**src/rtl/cpu_types_pkg.sv**
```systemverilog
// cpu_types_pkg: shared bus types plus coherence controller state and request classes.
package cpu_types_pkg;
    typedef logic [31:0] word_t;
    typedef enum logic [1:0] {FREE, BUSY, ACCESS, ERROR} ramstate_t;
    typedef enum logic [3:0] {IDLE, IFETCH, WB0, WB1, SNOOP, C2C0, C2C1, RAM0, RAM1} cc_state_t;
    typedef enum logic [1:0] {CLS_NONE, CLS_WB, CLS_FILL, CLS_IF} req_cls_t;
    localparam int CPUS     = 2;
    localparam int BLKWORDS = 2;
endpackage

```
**src/rtl/cc_arbiter.sv**
```systemverilog
// cc_arbiter: picks the highest request class, then one CPU within it.
// CC_ROUND_ROBIN_EN gives ties to the CPU not granted last; otherwise CPU0 wins ties.
module cc_arbiter
    import cpu_types_pkg::*;
(
    input  logic [1:0] wb,
    input  logic [1:0] fill,
    input  logic [1:0] ifetch,
`ifdef CC_ROUND_ROBIN_EN
    input  logic       last,
`endif
    output logic [1:0] gnt,
    output req_cls_t   cls
);
    logic [1:0] v;
    logic       pick;
    always_comb begin
        cls = |wb ? CLS_WB : |fill ? CLS_FILL : |ifetch ? CLS_IF : CLS_NONE;
        v = |wb ? wb : |fill ? fill : ifetch;
`ifdef CC_ROUND_ROBIN_EN
        pick = &v ? ~last : v[1];
`else
        pick = ~v[0];
`endif
        gnt = cls == CLS_NONE ? 2'b00 : (pick ? 2'b10 : 2'b01);
    end
endmodule

```
**src/rtl/coherence_controller.sv**
```systemverilog
// coherence_controller: two-cache MSI bus controller arbitrating one RAM port.
// Optional CC_ROUND_ROBIN_EN: round-robin tie breaking inside a request class.
module coherence_controller
    import cpu_types_pkg::*;
(
    input  logic              CLK,
    input  logic              nRST,
    input  logic [1:0]        iREN,
    input  logic [1:0]        dREN,
    input  logic [1:0]        dWEN,
    input  word_t [1:0]       iaddr,
    input  word_t [1:0]       daddr,
    input  word_t [1:0]       dstore,
    input  logic [1:0]        ccwrite,
    input  logic [1:0]        cctrans,
    input  word_t             ramload,
    input  ramstate_t         ramstate,
    output logic [1:0]        iwait,
    output logic [1:0]        dwait,
    output word_t [1:0]       iload,
    output word_t [1:0]       dload,
    output logic [1:0]        ccwait,
    output logic [1:0]        ccinv,
    output word_t [1:0]       ccsnoopaddr,
    output logic              ramREN,
    output logic              ramWEN,
    output word_t             ramaddr,
    output word_t             ramstore
);
    cc_state_t  state, nstate;
    req_cls_t   cls;
    logic [1:0] gnt;
    logic       g, p, acc;
`ifdef CC_ROUND_ROBIN_EN
    logic       last;
`endif

    assign p   = ~g;
    assign acc = ramstate == ACCESS;

    cc_arbiter u_arb (
        .wb     (dWEN & ~dREN & cctrans),
        .fill   (dREN & cctrans),
        .ifetch (iREN),
`ifdef CC_ROUND_ROBIN_EN
        .last   (last),
`endif
        .gnt    (gnt),
        .cls    (cls)
    );

    always_ff @(posedge CLK or negedge nRST) begin
        if (!nRST) begin
            state <= IDLE;
            g     <= 1'b0;
`ifdef CC_ROUND_ROBIN_EN
            last  <= 1'b1;
`endif
        end else begin
            state <= nstate;
            if (state == IDLE && cls != CLS_NONE) begin
                g    <= gnt[1];
`ifdef CC_ROUND_ROBIN_EN
                last <= gnt[1];
`endif
            end
        end
    end

    always_comb begin
        nstate      = state;
        iwait       = 2'b11;
        dwait       = 2'b11;
        iload       = '0;
        dload       = '0;
        ccwait      = 2'b00;
        ccinv       = 2'b00;
        ccsnoopaddr = '0;
        ramREN      = 1'b0;
        ramWEN      = 1'b0;
        ramaddr     = '0;
        ramstore    = '0;
        // the snooped peer stays blocked from the snoop until the fill finishes
        if (state inside {SNOOP, C2C0, C2C1, RAM0, RAM1}) begin
            ccwait[p]      = 1'b1;
            ccsnoopaddr[p] = daddr[g];
            ccinv[p]       = ccwrite[g];
        end
        case (state)
            IDLE: nstate = cls == CLS_WB ? WB0 : cls == CLS_FILL ? SNOOP : cls == CLS_IF ? IFETCH : IDLE;
            IFETCH: begin
                ramREN  = 1'b1;
                ramaddr = iaddr[g];
                if (acc) begin
                    iwait[g] = 1'b0;
                    iload[g] = ramload;
                    nstate   = IDLE;
                end
            end
            WB0, WB1: begin
                ramWEN   = 1'b1;
                ramaddr  = daddr[g];
                ramstore = dstore[g];
                if (acc) begin
                    dwait[g] = 1'b0;
                    nstate   = state == WB0 && dWEN[g] ? WB1 : IDLE;
                end
            end
            SNOOP: nstate = ccwrite[p] && dWEN[p] ? C2C0 : RAM0;
            C2C0, C2C1: begin
                ramWEN   = 1'b1;
                ramaddr  = daddr[p];
                ramstore = dstore[p];
                dload[g] = dstore[p];
                if (acc) begin
                    dwait    = 2'b00;
                    nstate   = state == C2C0 && dREN[g] && dWEN[p] ? C2C1 : IDLE;
                end
            end
            RAM0, RAM1: begin
                ramREN  = 1'b1;
                ramaddr = daddr[g];
                if (acc) begin
                    dwait[g] = 1'b0;
                    dload[g] = ramload;
                    nstate   = state == RAM0 && dREN[g] ? RAM1 : IDLE;
                end
            end
            default: nstate = IDLE;
        endcase
    end
endmodule

```
**config.mk**
```make
export PLATFORM = sky130hd
export DESIGN_NAME = coherence_controller
export DESIGN_NICKNAME = d
export VERILOG_FILES = /design/src/rtl/cpu_types_pkg.sv /design/src/rtl/cc_arbiter.sv /design/src/rtl/coherence_controller.sv
export SDC_FILE = /design/constraint.sdc
export NUM_CORES = 1
export LEC_CHECK = 0
export CORE_AREA = 5 5 193 195
export CTS_CLUSTER_SIZE = 40
export DETAILED_ROUTE_END_ITERATION = 10
export DIE_AREA = 0 0 198 200
export DONT_BUFFER_PORTS = 1
export PLACE_DENSITY = 0.34
export SETUP_SLACK_MARGIN = 0.05
export SKIP_LAST_GASP = 1
export SLEW_MARGIN = 20
export SYNTH_ARGS = -nofsm -noshare
export SYNTH_HDL_FRONTEND = slang
export SYNTH_HIERARCHICAL = 1
export SYNTH_SLANG_ARGS = --single-unit
```
**constraint.sdc**
```tcl
create_clock -name CLK -period 2.8 [get_ports CLK]
set_input_delay 0.56 -clock CLK [delete_from_list [all_inputs] [get_ports CLK]]
set_output_delay 0.56 -clock CLK [all_outputs]
set_load 0.02 [all_outputs]
```
# Word-level counts from Yosys, hierarchy flattened

Cells that the tools add are included.
W data, S select, Z words.

Order comparisons: 4
Equal/unequal tests: 16
Mux-type cells: 61
Bitwise logic cells: 10
Reductions and logical operators: 22

Operator list:

| operator             | number |
|---|---|
| $mux W32             | 12 |
| $and A64 B64 Y64     | 3 |
| $mux W64             | 3 |
| $pmux W64 S2         | 1 |
| $pmux W32 S3         | 1 |
| $demux W32 S1        | 2 |
| $pmux W32 S2         | 1 |
| $mux W2              | 12 |
| $pmux W4 S6          | 1 |
| $mux W4              | 5 |
| $mux W1              | 17 |
| $eq A4 B3 Y1 const B | 4 |
| $reduce_or A2 Y1     | 6 |
| $mux W3              | 3 |
| $and A2 B2 Y2        | 4 |
| $eq A4 B2 Y1 const B | 2 |
| $logic_and A1 B1 Y1  | 8 |
| $ne A2 B2 Y1 const B | 4 |
| $reduce_or A4 Y1     | 2 |
| $eq A2 B2 Y1 const B | 3 |
| $reduce_bool A5 Y1   | 1 |
| $eq A4 B1 Y1 const B | 1 |
| $eq A4 B4 Y1 const B | 1 |
| $logic_not A4 Y1     | 1 |
| 11 further kinds     | 15 |

Register bits after elaboration: 5
Input port bits: 238
Output and inout port bits: 266
Word-level logic and storage cells: 115

# Longest topological paths before layout

Gate-level depths: netlist of the first run.

Depth after elaboration: 10
Depth in mapped cells: 9

# Cells and area by module

Netlist of the first run, hierarchy kept.

By module, submodules not included:

| module               | instances | cells an instance | area an instance (µm²) | sequential area each (µm²) |
|---|---|---|---|---|
| coherence_controller | 1         | 802               | 5512.8                 | 125.1 |
| cc_arbiter           | 1         | 10                | 65.1                   | 0.0 |

# Worst setup path before layout of the first run

OpenSTA, ideal clock, no wires.

Path kind: register to output
From: reg state[2]
To: out ramaddr[14]
Data arrival time: 1.852 ns
Setup slack: 0.388 ns
Stages on the path, launching flop included: 7
Cell sequence: dfrtp_1 > buf_4 > nor4b_4 > buf_4 > clkbuf_1 > o22ai_1 > a221oi_2

Cells in the longest elaborated chain, start to end: 3

RTL lines:

| item                                                                  | line                       | text |
|---|---|---|
| from (decl)                                                           | coherence_controller.sv:30 | `cc_state_t state, nstate;` |
| from (signal assigned)                                                | coherence_controller.sv:60 | `state <= nstate;` |
| $eq A4 B4 Y1 (tied with other cells)                                  | coherence_controller.sv:89 | `case (state)` |
| $reduce_or A4 Y1 (no source line) or $reduce_or A2 Y1 (tied branches) | -                          |  |
| $pmux W32 S3 *                                                        | coherence_controller.sv:89 |  |
| to (decl)                                                             | coherence_controller.sv:27 | `output word_t ramaddr,` |

Every way passes the cells marked *; elsewhere a longest branch is shown, timed or not.

# Worst setup path in the final report of the first run

From: reg state[3]
To: out ramaddr[7]

The elaborated chain is that of the path after synthesis.

==> results.yml, run 1 <==
timing:
  hold_viol: 0
  fin_crit_ns: 2.78
  setup_viol: 0
  period_share: 0.994
  fin_skew_ns: 0.00363
  totalNegativeSetupSlack_ns: 0
  setup_ws_ns: 0.0159
  fmax_mhz: 359
  tightestPinTransition_ns: 0.517
  slew_viol_final: 0
  rsz0062_at_grt: "yes"
  slew_headroom: 0.652
critical_path:
  crit_buf_inv: 3
  crit_path_cell_trace: "nor4b_4 -> buf_6 -> clkbuf_16 -> a221o_1 -> o22ai_1 -> a221oi_2 -> buf_4"
  critPathRequiredTime_ns: 2.24
  path_class: "flop to primary output"
  crit_path_start_kind: "flop"
  path_delay_family: "buffers and inverters"
  max_stage_delay_ns: 0.43
  critPathSlowestCell: "dfrtp_2"
  critical_path_arrival_ns: 2.22
  critPathCaptureType: "primary output"
  r2r_slack_ns: 1.01
  crit_fanout: 12
yosys:
  synth.avg_cell_area_um2: 6.87
  netlist_area_mm2: 0.00557
  syn_inst: 811
  ys_warn_count: 6
  synth_nets: 1049
clock_tree:
  path_clk_slew_ns: 0.04
  cts_tree: "done"
  cts_htree_levels: 1
  cts.sinks: 5
  cts_buffer_depth: 2
  numCtsBuffers: 3
  clk_latency_ns: 0.23
  cts-root-buf: "clkbuf_16"
  hold_buffers: 0
layout:
  multi_input_area_mm2: 0.00471
  num_antenna_cells: 0
  fin_area_mm2: 0.00737
  drive_gt1_frac: 0.274
  fill_cells: 3971
  area_growth_pct: 32.4
  seq_area_um2: 134
  layout.nets: 1117
  fin_util: 0.209
floorplanning:
  coreArea_mm2: 0.0352
  pin_count: 504
  die-area_mm2: 0.0396
  start_util: 0.158
  rows: 69
  die-width_um: 198
  die_h_um: 200
placement:
  port-buffer-count: 0
  dp_slack_ns: 0.142
  gp_congestion: 0.790
  dpl_cell_area_mm2: 0.00697
  dp_hpwl_um: 25200
grt:
  grt_max_degree: 72
  grt_usage: 0.141
  grt_overflow: 0
  antenna_found_initial: 0
  grt_pass1_wl_um: 44300
  grt_pass1_vias: 6787
power_and_ir_drop:
  p_seq_frac: 0.022
  powerDensity_mw_per_mm2: 1530
  p_sw_uw: 6540
  intPower_uw: 4770
  clockPowerShare: 0.021
  combPwrFrac: 0.956
  p_leak_uw: 0.00292
  switching_share: 0.578
  peakVddDrop_mv: 0.822
route:
  dr.pass1.iters: 5
  wl_met2_um: 16600
  drc_errors: 0
  highest_layer: "met4"
  wl_met3_um: 2400
  num_vias: 7311
  antenna_left: 0
  drtIter0Drc: 486
  routed_wl_um: 33000
  via_per_inst: 5.46
  m1WireLength_um: 13400
  wl_per_cell_um: 24.6
flow_run:
  maxCapViolCount: 0
min_path:
  hold_class: "input pin to asynchronous set/reset pin"
run_status:
  status: "complete, no violations"
[power by group through the flow]
| stage | logic [uW] | registers, uW | clock network [uW] |
|---|---|---|---|
| CTS | 10500 | 259 | 245 |
| global placement | 10300 | 264 | 0 |
| floorplan | 7320 | 121 | 0 |
| finish | 10800 | 253 | 241 |
| global route | 11600 | 265 | 247 |
| detailed placement | 10400 | 267 | 0 |
[cell type report]
class | count | share of cell area
clock buffers | 3 | 0.0102
well taps | 461 | 0.0782
clock inverters | 1 | 0.000679
repair buffers | 168 | 0.221
flip-flops and latches | 5 | 0.0182
inverters | 66 | 0.0336
multi-input cells | 635 | 0.638
[path summary, 6_finish.rpt]
kind,start,end,cells past startpoint
worst min-delay path,nRST,state[0]$_DFFE_PN0P_,0
min in group CLK,dREN[0],state[3]$_DFFE_PN0P_,2
worst max register to register,g$_DFFE_PN0P_,state[2]$_DFFE_PN0P_,4
worst min register to register,state[3]$_DFFE_PN0P_,state[0]$_DFFE_PN0P_,3
worst max-delay path,state[3]$_DFFE_PN0P_,ramaddr[7],7
max in group asynchronous,nRST,g$_DFFE_PN0P_,0
[metal layers]
layer  vias to the layer above  GRT usage
li1                       3306          -
met1                      3623      0.181
met2                       355      0.249
met3                        27     0.0277
met4                         0     0.0275
met5                         -          0
[flip-flops by register name, summed over array words and instances, names as in the netlist]
name,flops
state,4
g,1
[layout by cell type (no fill, tap or decap), types with 7 or more instances in the layout]
master / n
buf_12: 20
a221o_1: 28
a22o_1: 64
a21oi_1: 39
nand2_1: 42
buf_4: 137
inv_1: 66
a2bb2oi_1: 29
a221oi_2: 32
and2_1: 101
nor2_1: 46
a22oi_1: 36
a32oi_1: 32
o22ai_2: 7
nor3_1: 32
o22ai_1: 56
a221oi_1: 32
[repair_timing]
| action | in CTS | in global routing |
|---|---|---|
| setup endpoints to repair | 157 | 77 |
| gates resized for setup | 10 | 13 |
| pin swaps | 4 | 26 |
| endpoints found under the hold margin | 0 | 0 |
| cloned | 1 | 3 |
| buffers inserted | 6 | 10 |
[stage by stage]
step	hold WS (ns)	total power, uW	std cells
final	0.0226	11300	1339
after global routing	0.0191	12100	1339
after CTS	0.0196	11000	1326
after detailed placement	0.265	10600	1315
after global placement	0.265	10600	1315
after floorplan	0.264	7440	811
No activity file was read; power rests on OpenSTA's default activity.
==> inputs of run 2 (changes only) <==
==> constraint.sdc (replaced) <==
create_clock -name CLK -period 3.4 [get_ports CLK]
set_input_delay 0.68 -clock CLK [delete_from_list [all_inputs] [get_ports CLK]]
set_output_delay 0.68 -clock CLK [all_outputs]
set_load 0.02 [all_outputs]
==> results.yml, run 2 (synthesized netlist as in run 1, its figures left out) <==
clock_tree:
  numCtsBuffers: 3
  path_clk_slew_ns: 0.03
  cts.sinks: 5
  clk_latency_ns: 0.23
  cts-root-buf: "clkbuf_16"
  cts_htree_levels: 1
  cts_buffer_depth: 2
  hold_buffers: 0
  cts_tree: "done"
critical_path:
  crit_fanout: 32
  critPathRequiredTime_ns: 2.72
  critical_path_arrival_ns: 2.52
  path_class: "flop to primary output"
  crit_path_start_kind: "flop"
  critPathCaptureType: "primary output"
timing:
  period_share: 0.942
  totalNegativeSetupSlack_ns: 0
  rsz0062_at_grt: "no"
  hold_viol: 0
  slew_headroom: 0.655
  fmax_mhz: 312
  fin_skew_ns: 0.00142
  fin_crit_ns: 3.20
  tightestPinTransition_ns: 0.518
  setup_viol: 0
  slew_viol_final: 0
grt:
  grt_pass1_wl_um: 43600
  gr-usage-met3: 0.0285
  grt.busiest_layer: "met2"
  grt_max_degree: 67
  grt_use_met1: 0.180
  antenna_found_initial: 0
  grt_usage: 0.138
  grt_overflow: 0
  use_met2: 0.245
  grt_pass1_vias: 6719
route:
  num_vias: 7096
  wl_per_cell_um: 24.3
  drc_errors: 0
  dr.pass1.iters: 7
  drtIter0Drc: 546
  antenna_left: 0
  via_per_inst: 5.45
  routed_wl_um: 31600
floorplanning:
  die-width_um: 198
  start_util: 0.158
  die_h_um: 200
  coreArea_mm2: 0.0352
  rows: 69
  pin_count: 504
  die-area_mm2: 0.0396
placement:
  dpl_cell_area_mm2: 0.00672
  dp_hpwl_um: 24600
  place_inst: 1297
  port-buffer-count: 0
  gp_congestion: 0.790
run_status:
  status: "complete, no violations"
power_and_ir_drop:
  power_uw: 8630
  powerDensity_mw_per_mm2: 1270
  peakVddDrop_mv: 0.536
  p_leak_uw: 0.00265
layout:
  reg_top3: "state: 4 flops, g: 1 flops"
  fin_area_mm2: 0.00680
  top_register: "state"
  layout_common_cells: "buf_4 (121), and2_1 (101), inv_1 (66)"
  largest_reg_flops: 4
  drive_gt1_frac: 0.230
  final_common_cell: "buf_4"
  num_antenna_cells: 0
  fill_cells: 3993
  finalNonFillerCells: 1301
  area_growth_pct: 22.1
  layout.nets: 1079
flow_run:
  maxCapViolCount: 0
min_path:
  hold_class: "input pin to asynchronous set/reset pin"
==> run 2: cell count changes in the layout (fill, tap and decap cells not counted), sizes merged <==
cell and change:
clkinv -1, clkbuf -2, buf -35
==> run 2: power by group <==
part / total (uW) / internal, uW / leakage [uW] / switching (uW)
clock: 199 / 156 / 0.0000382 / 43.0
combinational: 8200 / 3180 / 0.00255 / 5030
sequential: 231 / 88.8 / 0.0000592 / 142
==> run 2: worst max-delay path, cell delays in order (launching register included) <==
cell and delay (ns):
dfrtp_1 0.47, buf_4 0.23, nor2_2 0.25, nand3b_1 0.25
a211oi_4 0.25, buf_4 0.37, a22o_1 0.43
==> run 2: timing repair <==
| item | 4_1_cts | 5_1_grt |
|---|---|---|
| gates resized for setup | 0 | 1 |
| endpoints found under the setup margin | 0 | 7 |
| setup buffers | 0 | 0 |
==> run 2: path summary, 6_finish.rpt <==
path,depth (start not counted),start,endpoint,slack [ns]
setup reg to reg,5,g$_DFFE_PN0P_,state[1]$_DFFE_PN0P_,1.33
min in group CLK,3,state[1]$_DFFE_PN0P_,state[3]$_DFFE_PN0P_,0.75
setup / recovery,6,state[1]$_DFFE_PN0P_,dload[13],0.20
max in group asynchronous,0,nRST,g$_DFFE_PN0P_,3.18
hold reg to reg,3,state[1]$_DFFE_PN0P_,state[3]$_DFFE_PN0P_,0.75
hold / removal,0,nRST,g$_DFFE_PN0P_,0.14
==> run 2: layout make-up <==
type                    count  area (um^2)  area share
clock buffers               4         78.8      0.0116
well taps                 461          577      0.0849
repair buffers            130         1090       0.160
multi-input cells         635         4680       0.688
inverters                  66          248      0.0364
flip-flops and latches      5          130      0.0191
==> run 2: per-layer routing <==
metal | part of all wire | routed length (um)
met5 | 0 | 0
met3 | 0.076 | 2410
met4 | 0.0047 | 148
met2 | 0.51 | 16100
met1 | 0.41 | 12900
==> run 2: metrics by stage <==
step	hold WS [ns]	utilization	worst slack, ns
after CTS	0.141	0.193	0.218
final	0.144	0.193	0.197
after detailed placement	0.385	0.191	0.463
after floorplan	0.384	-	0.868
after global placement	0.385	0.191	0.488
after global routing	0.140	0.193	0.102
